==> src/rtl/ysyx_24100012_ifu_pkg.sv <==
// ysyx_24100012_ifu_pkg
//   Shared definitions for the NPC instruction fetch unit:
//   FSM state encoding, next-PC select encoding, default data width,
//   instruction width and the default reset PC.
package ysyx_24100012_ifu_pkg;

    localparam int unsigned IFU_DATA_WIDTH = 32;
    localparam int unsigned INST_WIDTH     = 32;
    localparam logic [31:0] IFU_RESET_PC   = 32'h8000_0000;

    typedef enum logic [1:0] {
        ST_REQ  = 2'd0,  // request may be issued
        ST_WAIT = 2'd1,  // request accepted, waiting for the response
        ST_HOLD = 2'd2,  // instruction presented to decode
        ST_DROP = 2'd3   // next response is stale and is discarded
    } ifu_state_t;

    typedef enum logic [1:0] {
        PC_HOLD  = 2'd0,
        PC_INC   = 2'd1,
        PC_REDIR = 2'd2
    } pc_sel_t;

endpackage

==> src/rtl/ysyx_24100012_ifu_if.sv <==
// ysyx_24100012_ifu_if
//   Bundle of every fetch-unit signal except clk/rst.
//   master : the fetch unit side
//   slave  : the environment side (instruction memory, decode, execute)
//   Signals:
//     imem_req_valid/ready/addr       fetch request channel
//     imem_rsp_valid/data/err         fetch response
//     inst_valid/ready, instruction,
//     inst_pc                         instruction handed to decode
//     redirect_valid/pc               redirect pulse from execute
//     halt                            level, blocks new requests
//     fetch_fault                     sticky fault flag
interface ysyx_24100012_ifu_if
    import ysyx_24100012_ifu_pkg::*;
#(
    parameter int unsigned DATA_WIDTH = IFU_DATA_WIDTH
);

    logic                  imem_req_valid;
    logic                  imem_req_ready;
    logic [DATA_WIDTH-1:0] imem_req_addr;
    logic                  imem_rsp_valid;
    logic [DATA_WIDTH-1:0] imem_rsp_data;
    logic                  imem_rsp_err;
    logic                  inst_valid;
    logic                  inst_ready;
    logic [DATA_WIDTH-1:0] instruction;
    logic [DATA_WIDTH-1:0] inst_pc;
    logic                  redirect_valid;
    logic [DATA_WIDTH-1:0] redirect_pc;
    logic                  halt;
    logic                  fetch_fault;

    modport master (
        output imem_req_valid, imem_req_addr,
        input  imem_req_ready,
        input  imem_rsp_valid, imem_rsp_data, imem_rsp_err,
        output inst_valid, instruction, inst_pc,
        input  inst_ready,
        input  redirect_valid, redirect_pc, halt,
        output fetch_fault
    );

    modport slave (
        input  imem_req_valid, imem_req_addr,
        output imem_req_ready,
        output imem_rsp_valid, imem_rsp_data, imem_rsp_err,
        input  inst_valid, instruction, inst_pc,
        output inst_ready,
        output redirect_valid, redirect_pc, halt,
        input  fetch_fault
    );

endinterface

==> src/rtl/ysyx_24100012_ifu_pc.sv <==
// ysyx_24100012_ifu_pc
//   Program counter register with next-PC select (hold / +4 / redirect,
//   synchronous reset to RESET_PC) and redirect alignment handling.
//   Optional macro: YSYX_24100012_IFU_ALIGN_CHECK_EN
//     defined   : redirect target loaded as-is, misaligned target flagged
//     undefined : low two target bits forced to zero, never flagged
//   Ports:
//     clk, rst         clock, synchronous active-high reset
//     i_sel            next-PC select
//     i_redirect_pc    redirect target
//     o_pc             current PC
//     o_misalign       redirect this cycle has a misaligned target
module ysyx_24100012_ifu_pc
    import ysyx_24100012_ifu_pkg::*;
#(
    parameter int unsigned           DATA_WIDTH = IFU_DATA_WIDTH,
    parameter logic [DATA_WIDTH-1:0] RESET_PC   = DATA_WIDTH'(IFU_RESET_PC)
) (
    input  logic                  clk,
    input  logic                  rst,
    input  pc_sel_t               i_sel,
    input  logic [DATA_WIDTH-1:0] i_redirect_pc,
    output logic [DATA_WIDTH-1:0] o_pc,
    output logic                  o_misalign
);

    localparam logic [DATA_WIDTH-1:0] ALIGN_MASK = ~(DATA_WIDTH'(3));

    logic [DATA_WIDTH-1:0] r_pc;
    logic [DATA_WIDTH-1:0] w_target;
    logic [DATA_WIDTH-1:0] w_pc_next;

`ifdef YSYX_24100012_IFU_ALIGN_CHECK_EN
    assign w_target   = i_redirect_pc;
    assign o_misalign = (i_sel == PC_REDIR) && ((i_redirect_pc & ~ALIGN_MASK) != '0);
`else
    assign w_target   = i_redirect_pc & ALIGN_MASK;
    assign o_misalign = 1'b0;
`endif

    always_comb begin
        w_pc_next = r_pc;
        case (i_sel)
            PC_INC:   w_pc_next = r_pc + DATA_WIDTH'(4);  // wraps silently
            PC_REDIR: w_pc_next = w_target;
            default:  w_pc_next = r_pc;
        endcase
    end

    always_ff @(posedge clk) begin
        if (rst) r_pc <= RESET_PC;
        else     r_pc <= w_pc_next;
    end

    assign o_pc = r_pc;

endmodule

==> src/rtl/ysyx_24100012_ifu.sv <==
// ysyx_24100012_ifu
//   Instruction fetch unit: owns the PC, issues word reads over a
//   valid/ready request channel, registers the returned word and hands
//   it to decode with a valid/ready handshake. Execute redirects steer
//   the PC; halt blocks new requests; an access error latches a sticky
//   fault that stops fetching until reset.
//   Optional macro: YSYX_24100012_IFU_ALIGN_CHECK_EN (misaligned redirect
//   target raises fetch_fault instead of being silently aligned).
//   Ports:
//     clk, rst   clock, synchronous active-high reset
//     bus        ysyx_24100012_ifu_if.master (all fetch/decode/redirect signals)
module ysyx_24100012_ifu
    import ysyx_24100012_ifu_pkg::*;
#(
    parameter int unsigned           DATA_WIDTH = IFU_DATA_WIDTH,
    parameter logic [DATA_WIDTH-1:0] RESET_PC   = DATA_WIDTH'(IFU_RESET_PC)
) (
    input  logic                clk,
    input  logic                rst,
    ysyx_24100012_ifu_if.master bus
);

    ifu_state_t            r_state;
    logic [DATA_WIDTH-1:0] r_instruction;
    logic [DATA_WIDTH-1:0] r_inst_pc;
    logic                  r_fault;

    ifu_state_t            w_state_next;
    pc_sel_t               w_pc_sel;
    logic [DATA_WIDTH-1:0] w_pc;
    logic                  w_misalign;
    logic                  w_req_fire;
    logic                  w_capture;
    logic                  w_err_set;

    ysyx_24100012_ifu_pc #(
        .DATA_WIDTH (DATA_WIDTH),
        .RESET_PC   (RESET_PC)
    ) u_pc (
        .clk           (clk),
        .rst           (rst),
        .i_sel         (w_pc_sel),
        .i_redirect_pc (bus.redirect_pc),
        .o_pc          (w_pc),
        .o_misalign    (w_misalign)
    );

    assign bus.imem_req_valid = (r_state == ST_REQ) & ~bus.halt & ~r_fault;
    assign bus.imem_req_addr  = w_pc;
    assign w_req_fire         = bus.imem_req_valid & bus.imem_req_ready;

    always_comb begin
        w_state_next = r_state;
        w_pc_sel     = PC_HOLD;
        w_capture    = 1'b0;
        w_err_set    = 1'b0;
        case (r_state)
            ST_REQ: begin
                if (bus.redirect_valid) begin
                    // A request fired this cycle carries the old PC; its
                    // response must be thrown away.
                    w_pc_sel = PC_REDIR;
                    if (w_req_fire) w_state_next = ST_DROP;
                end else if (w_req_fire) begin
                    w_state_next = ST_WAIT;
                end
            end
            ST_WAIT: begin
                if (bus.redirect_valid) begin
                    w_pc_sel     = PC_REDIR;
                    w_state_next = bus.imem_rsp_valid ? ST_REQ : ST_DROP;
                end else if (bus.imem_rsp_valid) begin
                    if (bus.imem_rsp_err) begin
                        w_err_set    = 1'b1;
                        w_state_next = ST_REQ;
                    end else begin
                        w_capture    = 1'b1;
                        w_state_next = ST_HOLD;
                    end
                end
            end
            ST_HOLD: begin
                // Redirect wins over +4 even when decode accepts this cycle.
                if (bus.redirect_valid) begin
                    w_pc_sel     = PC_REDIR;
                    w_state_next = ST_REQ;
                end else if (bus.inst_ready) begin
                    w_pc_sel     = PC_INC;
                    w_state_next = ST_REQ;
                end
            end
            ST_DROP: begin
                if (bus.redirect_valid) w_pc_sel = PC_REDIR;
                if (bus.imem_rsp_valid) w_state_next = ST_REQ;
            end
            default: w_state_next = ST_REQ;
        endcase
    end

    always_ff @(posedge clk) begin
        if (rst) begin
            r_state       <= ST_REQ;
            r_instruction <= '0;
            r_inst_pc     <= '0;
            r_fault       <= 1'b0;
        end else begin
            r_state <= w_state_next;
            r_fault <= r_fault | w_err_set | w_misalign;
            if (w_capture) begin
                r_instruction <= bus.imem_rsp_data;
                r_inst_pc     <= w_pc;
            end
        end
    end

    assign bus.inst_valid  = (r_state == ST_HOLD);
    assign bus.instruction = r_instruction;
    assign bus.inst_pc     = r_inst_pc;
    assign bus.fetch_fault = r_fault;

endmodule

==> src/flat_wrapper.sv <==
// flat-port wrapper written by rule: the top's interface ports become plain ports
module ysyx_24100012_ifu_flat import ysyx_24100012_ifu_pkg::*;
#(
    parameter int unsigned           DATA_WIDTH = IFU_DATA_WIDTH,
    parameter logic [DATA_WIDTH-1:0] RESET_PC   = DATA_WIDTH'(IFU_RESET_PC)
)
  (clk, rst, bus_imem_req_valid, bus_imem_req_addr, bus_imem_req_ready, bus_imem_rsp_valid, bus_imem_rsp_data, bus_imem_rsp_err, bus_inst_valid, bus_instruction, bus_inst_pc, bus_inst_ready, bus_redirect_valid, bus_redirect_pc, bus_halt, bus_fetch_fault);
  ysyx_24100012_ifu_if #(.DATA_WIDTH(DATA_WIDTH)) bus_i ();
  input  logic clk;
  input  logic rst;
  output wire logic [$bits(bus_i.imem_req_valid)-1:0] bus_imem_req_valid;
  output wire logic [$bits(bus_i.imem_req_addr)-1:0] bus_imem_req_addr;
  input wire logic [$bits(bus_i.imem_req_ready)-1:0] bus_imem_req_ready;
  input wire logic [$bits(bus_i.imem_rsp_valid)-1:0] bus_imem_rsp_valid;
  input wire logic [$bits(bus_i.imem_rsp_data)-1:0] bus_imem_rsp_data;
  input wire logic [$bits(bus_i.imem_rsp_err)-1:0] bus_imem_rsp_err;
  output wire logic [$bits(bus_i.inst_valid)-1:0] bus_inst_valid;
  output wire logic [$bits(bus_i.instruction)-1:0] bus_instruction;
  output wire logic [$bits(bus_i.inst_pc)-1:0] bus_inst_pc;
  input wire logic [$bits(bus_i.inst_ready)-1:0] bus_inst_ready;
  input wire logic [$bits(bus_i.redirect_valid)-1:0] bus_redirect_valid;
  input wire logic [$bits(bus_i.redirect_pc)-1:0] bus_redirect_pc;
  input wire logic [$bits(bus_i.halt)-1:0] bus_halt;
  output wire logic [$bits(bus_i.fetch_fault)-1:0] bus_fetch_fault;
  assign bus_imem_req_valid = bus_i.imem_req_valid;
  assign bus_imem_req_addr = bus_i.imem_req_addr;
  assign bus_i.imem_req_ready = bus_imem_req_ready;
  assign bus_i.imem_rsp_valid = bus_imem_rsp_valid;
  assign bus_i.imem_rsp_data = bus_imem_rsp_data;
  assign bus_i.imem_rsp_err = bus_imem_rsp_err;
  assign bus_inst_valid = bus_i.inst_valid;
  assign bus_instruction = bus_i.instruction;
  assign bus_inst_pc = bus_i.inst_pc;
  assign bus_i.inst_ready = bus_inst_ready;
  assign bus_i.redirect_valid = bus_redirect_valid;
  assign bus_i.redirect_pc = bus_redirect_pc;
  assign bus_i.halt = bus_halt;
  assign bus_fetch_fault = bus_i.fetch_fault;
  ysyx_24100012_ifu #(.DATA_WIDTH(DATA_WIDTH), .RESET_PC(RESET_PC)) u_core (.clk(clk), .rst(rst), .bus(bus_i));
endmodule
==> config.mk <==
export PLATFORM = sky130hd
export DESIGN_NAME = ysyx_24100012_ifu_flat
export DESIGN_NICKNAME = d
export VERILOG_FILES = /design/src/rtl/ysyx_24100012_ifu_pkg.sv /design/src/rtl/ysyx_24100012_ifu_if.sv /design/src/rtl/ysyx_24100012_ifu_pc.sv /design/src/rtl/ysyx_24100012_ifu.sv /design/src/flat_wrapper.sv
export SDC_FILE = /design/constraint.sdc
export NUM_CORES = 1
export LEC_CHECK = 0
export BUFFER_PORTS_ARGS = -buffer_cell sky130_fd_sc_hd__buf_4
export CORE_MARGIN = 2
export CORE_UTILIZATION = 50
export CTS_CLUSTER_SIZE = 28
export DETAILED_ROUTE_END_ITERATION = 16
export GPL_TIMING_DRIVEN = 0
export MAX_ROUTING_LAYER = met4
export PLACE_DENSITY_LB_ADDON = 0.25
export SYNTH_ARGS = -nofsm -noshare
export SYNTH_HDL_FRONTEND = slang
export SYNTH_HIERARCHICAL = 1
export SYNTH_SLANG_ARGS = --single-unit
==> constraint.sdc <==
create_clock -name clk -period 5.4 [get_ports clk]
set_input_delay 1.08 -clock clk [delete_from_list [all_inputs] [get_ports clk]]
set_output_delay 1.08 -clock clk [all_outputs]
set_load 0.02 [all_outputs]
==> summary.md, run 1 <==
| Metric | Value |
|---|---|
| Core area | 10400 µm² |
| Register area share after synthesis | 36.2% |
| Core Util, Final | 67.5% |
| Post-route DRC | 0 |
| Fillcell total | 848 |
| Clock sink total | 97 |
| Design area | 7000 µm² |
| Main flop type after synthesis | dfxtp_1 |
| IO Pins | 171 |
| Initial antenna violation count | 0 |
| Avg Cell Area, Syn | 9.44 µm² |
| Hold Fails Final Rpt | 0 |
| Placed Area | 6790 µm² |
| Final Cycle Share | 55.8% |
| First drt pass iteration count | 5 |
| Cells on worst reg2reg path | 10 |
| Worst EP required | 5690 ps |
| Cells after synthesis | 568 |
| CTS H-tree lvls | 3 |
| Rows | 37 |
| Post-CTS setup buffer count | 0 |
| Die width | 108 µm |
| Via-to-Cell Ratio | 5.43 |
| Outcome | finished, final reports clean |
| Routed length per instance | 16.7 µm |
| Insertion delay of the later-clocked pin in the worst-skew pair | 360 ps |
| Dpl ws | 2090 ps |
| Routed wl met3 | 1080 µm |
| Max_slew headroom | 44.8% |
| Clock Pin Slew Worst Setup and Hold Paths | 90 ps |
| Async SR Flop Fraction | 0% |
| Metal2 WL | 6890 µm |
| Lkg Pwr | 2.78 nW |
| Routed met1 length | 6500 µm |
| VDD IR max | 0.146 mV |
| Worst Setup End Kind | flop |
| Maximum net fanout on the critical path | 10 |
| Layout cells sized above 1 | 42.3% |
| TritonCTS Buffers | 9 |
| CTS tree | built |
| Ant. Diodes | 0 |
| Unrepaired setup endpoints after global routing | false |
| Post-route ant nets | 0 |
| Worst-Margin Slew | 816 ps |
| Post-route setup slack | 2390 ps |
| Hold Path Class | reg2reg |
| Final min period | 3010 ps |
| Top sig layer | met4 |
| Grt ovf | 0 |
| Yosys reg bits | 97 |
| Synth-to-Final Area Change | 30.5% |
| Hold Path Stages | 2 |
| Worst reg2reg setup slack | 2560 ps |
| First-pass GRT wire length | 22900 µm |
| Nets | 821 |
| Root Driver | clkbuf_8 |
| Post-CTS resize count | 0 |
| DRT iter0 DRCs | 301 |
| Worst EP arrival | 3300 ps |
| Die Y | 108 µm |
| Largest net degree at the start of global routing | 15 |
| CP Class | in2reg |
| Initial Util | 51.7% |
| Final GP Congestion | 0.921 |
| # Max-Cap Violations | 0 |
| Number of global-route vias before repair | 4534 |
| Syn Std Cell Area | 5360 µm² |
| Via Count | 4820 |
| Die area | 11600 µm² |
| Startpoint types | input pin |
| Clock skew | 8.22 ps |
| Power density cells | 210 nW/µm² |
| Yosys warning total | 6 |
| Clock Tree Buf Depth | 2 |
| Fmax achieved | 332 MHz |
| Slew Viols, Final | 0 |
| Post-synth EDFFs | 0 |
| HPWL after DPL | 11000 µm |
| Setup violators final | 0 |
| Global Route Usage Sum | 25.6% |
| Hold-fix buffers, CTS | 0 |
| Yosys cell types | 65 |
| Final WL | 14800 µm |
| Fin Setup TNS | 0 ps |
| Port Buffers | 166 |
-- synth_stat cells, types with 4 or more instances --
library cell	n	share of area (%)
o21ai_0	15	1.4
nand2b_1	22	2.6
or2b_2	106	17
a31oi_1	12	1.4
a22oi_1	9	1.3
nor3_1	6	0.56
buf_12	6	2.2
dfxtp_1	97	36
mux2i_1	70	13
nand3_1	16	1.5
nand4_1	6	0.70
nor2_1	36	2.5
clkbuf_1	26	1.8
a21oi_1	25	2.3
and3_1	9	1.0
nand2_1	24	1.7
inv_1	4	0.28
-- placed cells by master (no fill, tap or decap), types with 6 or more instances in the layout --
master,synthesis,final
mux2i_1,70,70
nor3_1,6,6
and3_1,9,9
a22oi_1,9,9
nand4_1,6,6
clkbuf_8,0,15
a31oi_1,12,12
nand3_1,16,16
nand2_1,24,24
buf_12,6,6
a21oi_1,25,25
or2b_2,106,106
buf_4,3,169
clkbuf_1,26,26
nand2b_1,22,22
dfxtp_1,97,97
nor2_1,36,36
o21ai_0,15,15
-- layout make-up --
type,count,area (µm²),share of cell area (%)
Sequential cell,97,1940,27.7
Inverter,6,22.5,0.322
Clock inverter,1,5.00,0.0715
Tap cell,136,170,2.43
Clock buffer,15,206,2.95
Timing Repair Buffer,166,1250,17.8
Multi-Input combinational cell,424,3110,44.4
Buffer,43,298,4.25
-- layer usage --
layer	GRT usage, %	vias to the layer above
met3	3.81	25
met4	9.16	0
met5	-	-
met1	32.5	2249
met2	41.7	214
li1	-	2332
-- registers in the layout (all words and copies together) (netlist names) --
register / flops
u_core/bus.inst_pc: 32
u_core/bus.fetch_fault: 1
u_core/bus.instruction: 32
u_core/u_pc/o_pc: 30
u_core/r_state: 2
-- final timing paths --
| check | endpoint | from |
|---|---|---|
| min reg2reg | u_core/bus.instruction[2] | u_core/bus.instruction[2] |
| max reg2reg | u_core/u_pc/o_pc[20] | u_core/r_state[0] |
| max | u_core/u_pc/o_pc[20] | bus_redirect_valid |
| min | u_core/bus.instruction[2] | u_core/bus.instruction[2] |
-- power breakdown --
part,total [W],leakage (nW),internal (W),switching (W)
Sequential,0.000760,0.786,0.000732,0.0000275
Clock,0.000486,0.112,0.000243,0.000243
Combinational,0.000225,1.89,0.000110,0.000115
Total,0.00147,2.78,0.00109,0.000386
-- per-stage QoR --
stage	total power [W]	instances	hold WS, ps
floorplan	0.000894	570	546
global placement	0.000992	872	461
detailed placement	0.000998	872	472
CTS	0.00148	888	484
global route	0.00153	888	496
finish	0.00147	888	479
-- critical path, stage by stage --
cell	delay (ps)
buf_4	140
and3b_1	210
inv_1	40
ha_1	290
clkbuf_1	190
nor2b_1	470
clkbuf_1	520
nand2_1	180
a31oi_1	180
-- cells by family after synthesis --
family,share of synthesized area (%)
buffers and inverters,5.97
AOI/OAI and AO/OA,10.9
DFF,36.2
other,0.0699
muxes,13.3
adders and majority gates,0.466
and+or+nand+nor,33.1
No activity file was read; power rests on OpenSTA's default activity.
==> run 2: changes to the inputs <==
--- a/config.mk
+++ b/config.mk
@@ -7,7 +7,7 @@
 export LEC_CHECK = 0
 export BUFFER_PORTS_ARGS = -buffer_cell sky130_fd_sc_hd__buf_4
 export CORE_MARGIN = 2
-export CORE_UTILIZATION = 50
+export CORE_UTILIZATION = 47
 export CTS_CLUSTER_SIZE = 28
 export DETAILED_ROUTE_END_ITERATION = 16
 export GPL_TIMING_DRIVEN = 0
==> constraint.sdc (replaced) <==
create_clock -name clk -period 2.6 [get_ports clk]
set_input_delay 0.52 -clock clk [delete_from_list [all_inputs] [get_ports clk]]
set_output_delay 0.52 -clock clk [all_outputs]
set_load 0.02 [all_outputs]
==> run 2 against run 1 <==
  * Worst setup slack got worse by 2300 ps
  * Design area rose by 1.4%
  * Non-clock buffer count grew 3
  * Clock skew decreased by 1.1 ps
  * Sequential power increased by 110%
  * Wire length increased by 1.3%
  * Critical path depth grew 3
  * Die area grew 6.1%
  * Core utilization fell by 4.5 points
  * Largest power group unchanged
  * Highest routed layer unchanged
==> summary.md, run 2 (synthesis results as in run 1) <==
| Metric | Value |
|---|---|
| Outcome | finished, final reports clean |
| First drt pass iteration count | 5 (unchanged) |
| Cells on worst reg2reg path | 12 (+2) |
| Worst reg2reg setup slack | 70 ps (-2490 ps) |
| Max_slew headroom | 51.5% (+6.7 points) |
| Non-filler instance count after layout | 897 (+1.0%) |
| Final Cycle Share | 97.3% |
| Die area | 12300 µm² (+6.1%) |
| Clock Pin Slew Worst Setup and Hold Paths | 70 ps (-20 ps) |
| Worst hold slack | 420 ps (-59.0 ps) |
| Final min period | 2530 ps |
| IO Pins | 171 (unchanged) |
| TritonCTS Buffers | 9 (unchanged) |
| Number of global-route vias before repair | 4594 (+1.3%) |
| Global Route Usage Sum | 24.4% (-1.3 points) |
| HPWL after DPL | 11100 µm (+1.1%) |
| Via Count | 4886 (+1.4%) |
| Die width | 111 µm (+3.0%) |
| Ant. Diodes | 0 (unchanged) |
| Worst EP required | 2800 ps (-2890 ps) |
| Initial antenna violation count | 0 (unchanged) |
| Worst-Margin Slew | 717 ps (-98.9 ps) |
| Dpl ws | -128 ps (-2220 ps) |
| Commonest cells after routing, fill and taps aside | 172 x buf_4, 106 x or2b_2, 97 x dfxtp_1, 70 x mux2i_1, 36 x nor2_1 |
| Power density cells | 461 nW/µm² (+120%) |
| Port Buffers | 166 (unchanged) |
| Maximum net fanout on the critical path | 7 (-3) |
| Via-to-Cell Ratio | 5.45 (+0.35%) |
| Fillcell total | 936 (+10%) |
| Reg2Reg Capture Point | u_core/u_pc/o_pc[24] |
| RR Startpoint | u_core/r_state[1] |
| Layout cells sized above 1 | 43.2% (+0.95 points) |
| Post-route setup slack | 69.4 ps (-2320 ps) |
| Startpoint types | flop |
| Die Y | 111 µm (+3.0%) |
| Hold Path Class | in2reg |
| Post-route DRC | 0 (unchanged) |
| Lkg Pwr | 2.84 nW (+2.1%) |
| # Max-Cap Violations | 0 (unchanged) |
| Clock Tree Buf Depth | 2 (unchanged) |
| Placed Instances | 879 (+0.80%) |
| Root Driver | clkbuf_16 |
| Grt ovf | 0 (unchanged) |
| Core area | 11300 µm² (+8.7%) |
| Nets | 824 (+0.37%) |
| Routed length per instance | 16.7 µm (+0.26%) |
| Worst EP arrival | 2730 ps (-570 ps) |
| Insertion delay of the later-clocked pin in the worst-skew pair | 340 ps (-20 ps) |
| Initial Util | 47.6% (-4.1 points) |
| Final WL | 15000 µm (+1.3%) |
| Worst Setup End Kind | flop |
| Crit path largest cell delay | 320 ps (-200 ps) |
| Commonest non-fill, non-tap cell in the layout | buf_4 |
| CP Buf/Inv Count | 5 (+1) |
| Crit path to | u_core/u_pc/o_pc[24] |
| Worst Min Path Start | bus_redirect_pc[28] |
| Max stage delay cell, worst path | nor4_1 |
| Crit path depth | 12 (+3) |
| Crit-path cells | clkbuf_2, and2b_2, and3b_1, inv_1, ha_1, clkbuf_1, inv_2, buf_4, nand3_1, nor4_1, mux2i_1, a21oi_1 |
| Crit. Startpoint | u_core/r_state[1] |
| DRT iter0 DRCs | 280 (-7.0%) |
| Clock sink total | 97 (unchanged) |
| Slew Viols, Final | 0 (unchanged) |
| Final GP Congestion | 0.914 (-0.77%) |
| CP Class | reg2reg |
| Clock skew | 7.15 ps (-1.08 ps) |
| Post-route ant nets | 0 (unchanged) |
| CP delay by family, top | buffers and inverters |
| Fmax achieved | 395 MHz |
| First-pass GRT wire length | 23800 µm (+3.9%) |
| Largest net degree at the start of global routing | 15 (unchanged) |
| Hold Fails Final Rpt | 0 (unchanged) |
| CTS tree | built |
| Rows | 39 (+5.4%) |
| Setup violators final | 0 (unchanged) |
| VDD IR max | 0.310 mV (+110%) |
| Synth-to-Final Area Change | 32.3% |
| CTS H-tree lvls | 3 (unchanged) |
## run 2: routing by layer
metal	part of all wire (%)	vias up	track usage [%]
met4	2.2	0	8.17
met1	43	2261	31.0
li1	-	2349	-
met3	7.7	33	4.81
met2	47	243	39.1
met5	0	-	-
## run 2: tightest hold or removal path: stages
cell	delay (ps)
buf_4	80
a31oi_1	70
o31ai_1	50
## run 2: where the power goes
| part | internal [W] | total (W) | switching, W |
|---|---|---|---|
| logic | 0.000234 | 0.000479 | 0.000245 |
| registers | 0.00152 | 0.00158 | 0.0000575 |
| clock network | 0.000663 | 0.00121 | 0.000548 |
| total | 0.00242 | 0.00327 | 0.000850 |
## run 2: cell type report
type	instances	area, µm²	area share [%]
Buffer	43	303	4.27
Clock buffer	11	243	3.42
Clock inverter	4	20.0	0.282
Inverter	6	22.5	0.317
Multi-Input combinational cell	424	3120	44.0
Sequential cell	97	1940	27.4
Tap cell	143	179	2.52
Timing Repair Buffer	169	1270	17.9
## run 2: how the worst min path moves through the flow
stage	endpoint	cells after the start
CTS	u_core/u_pc/o_pc[28]	3
finish	u_core/u_pc/o_pc[28]	3
global placement	u_core/bus.instruction[0]	2
floorplan	u_core/bus.instruction[0]	2
detailed placement	u_core/bus.instruction[0]	2
global route	u_core/u_pc/o_pc[28]	3
## run 2: per-stage QoR
stage,utilization (%),setup TNS [ps],cell area [µm²],total power [W]
6_report,63.0,0,7100,0.00327
3_5_place_dp,60.3,-1520,6800,0.00208
3_3_place_gp,60.3,-1250,6800,0.00206
4_1_cts,62.7,0,7060,0.00328
5_1_grt,63.0,-3.95,7100,0.00340
2_1_floorplan,-,0,5370,0.00186
## run 2: what timing repair did
action                                  in CTS  in global routing
resized for setup                            3                  7
hold buffers                                 0                  0
setup buffers                                0                  3
endpoints found under the setup margin      22                 23
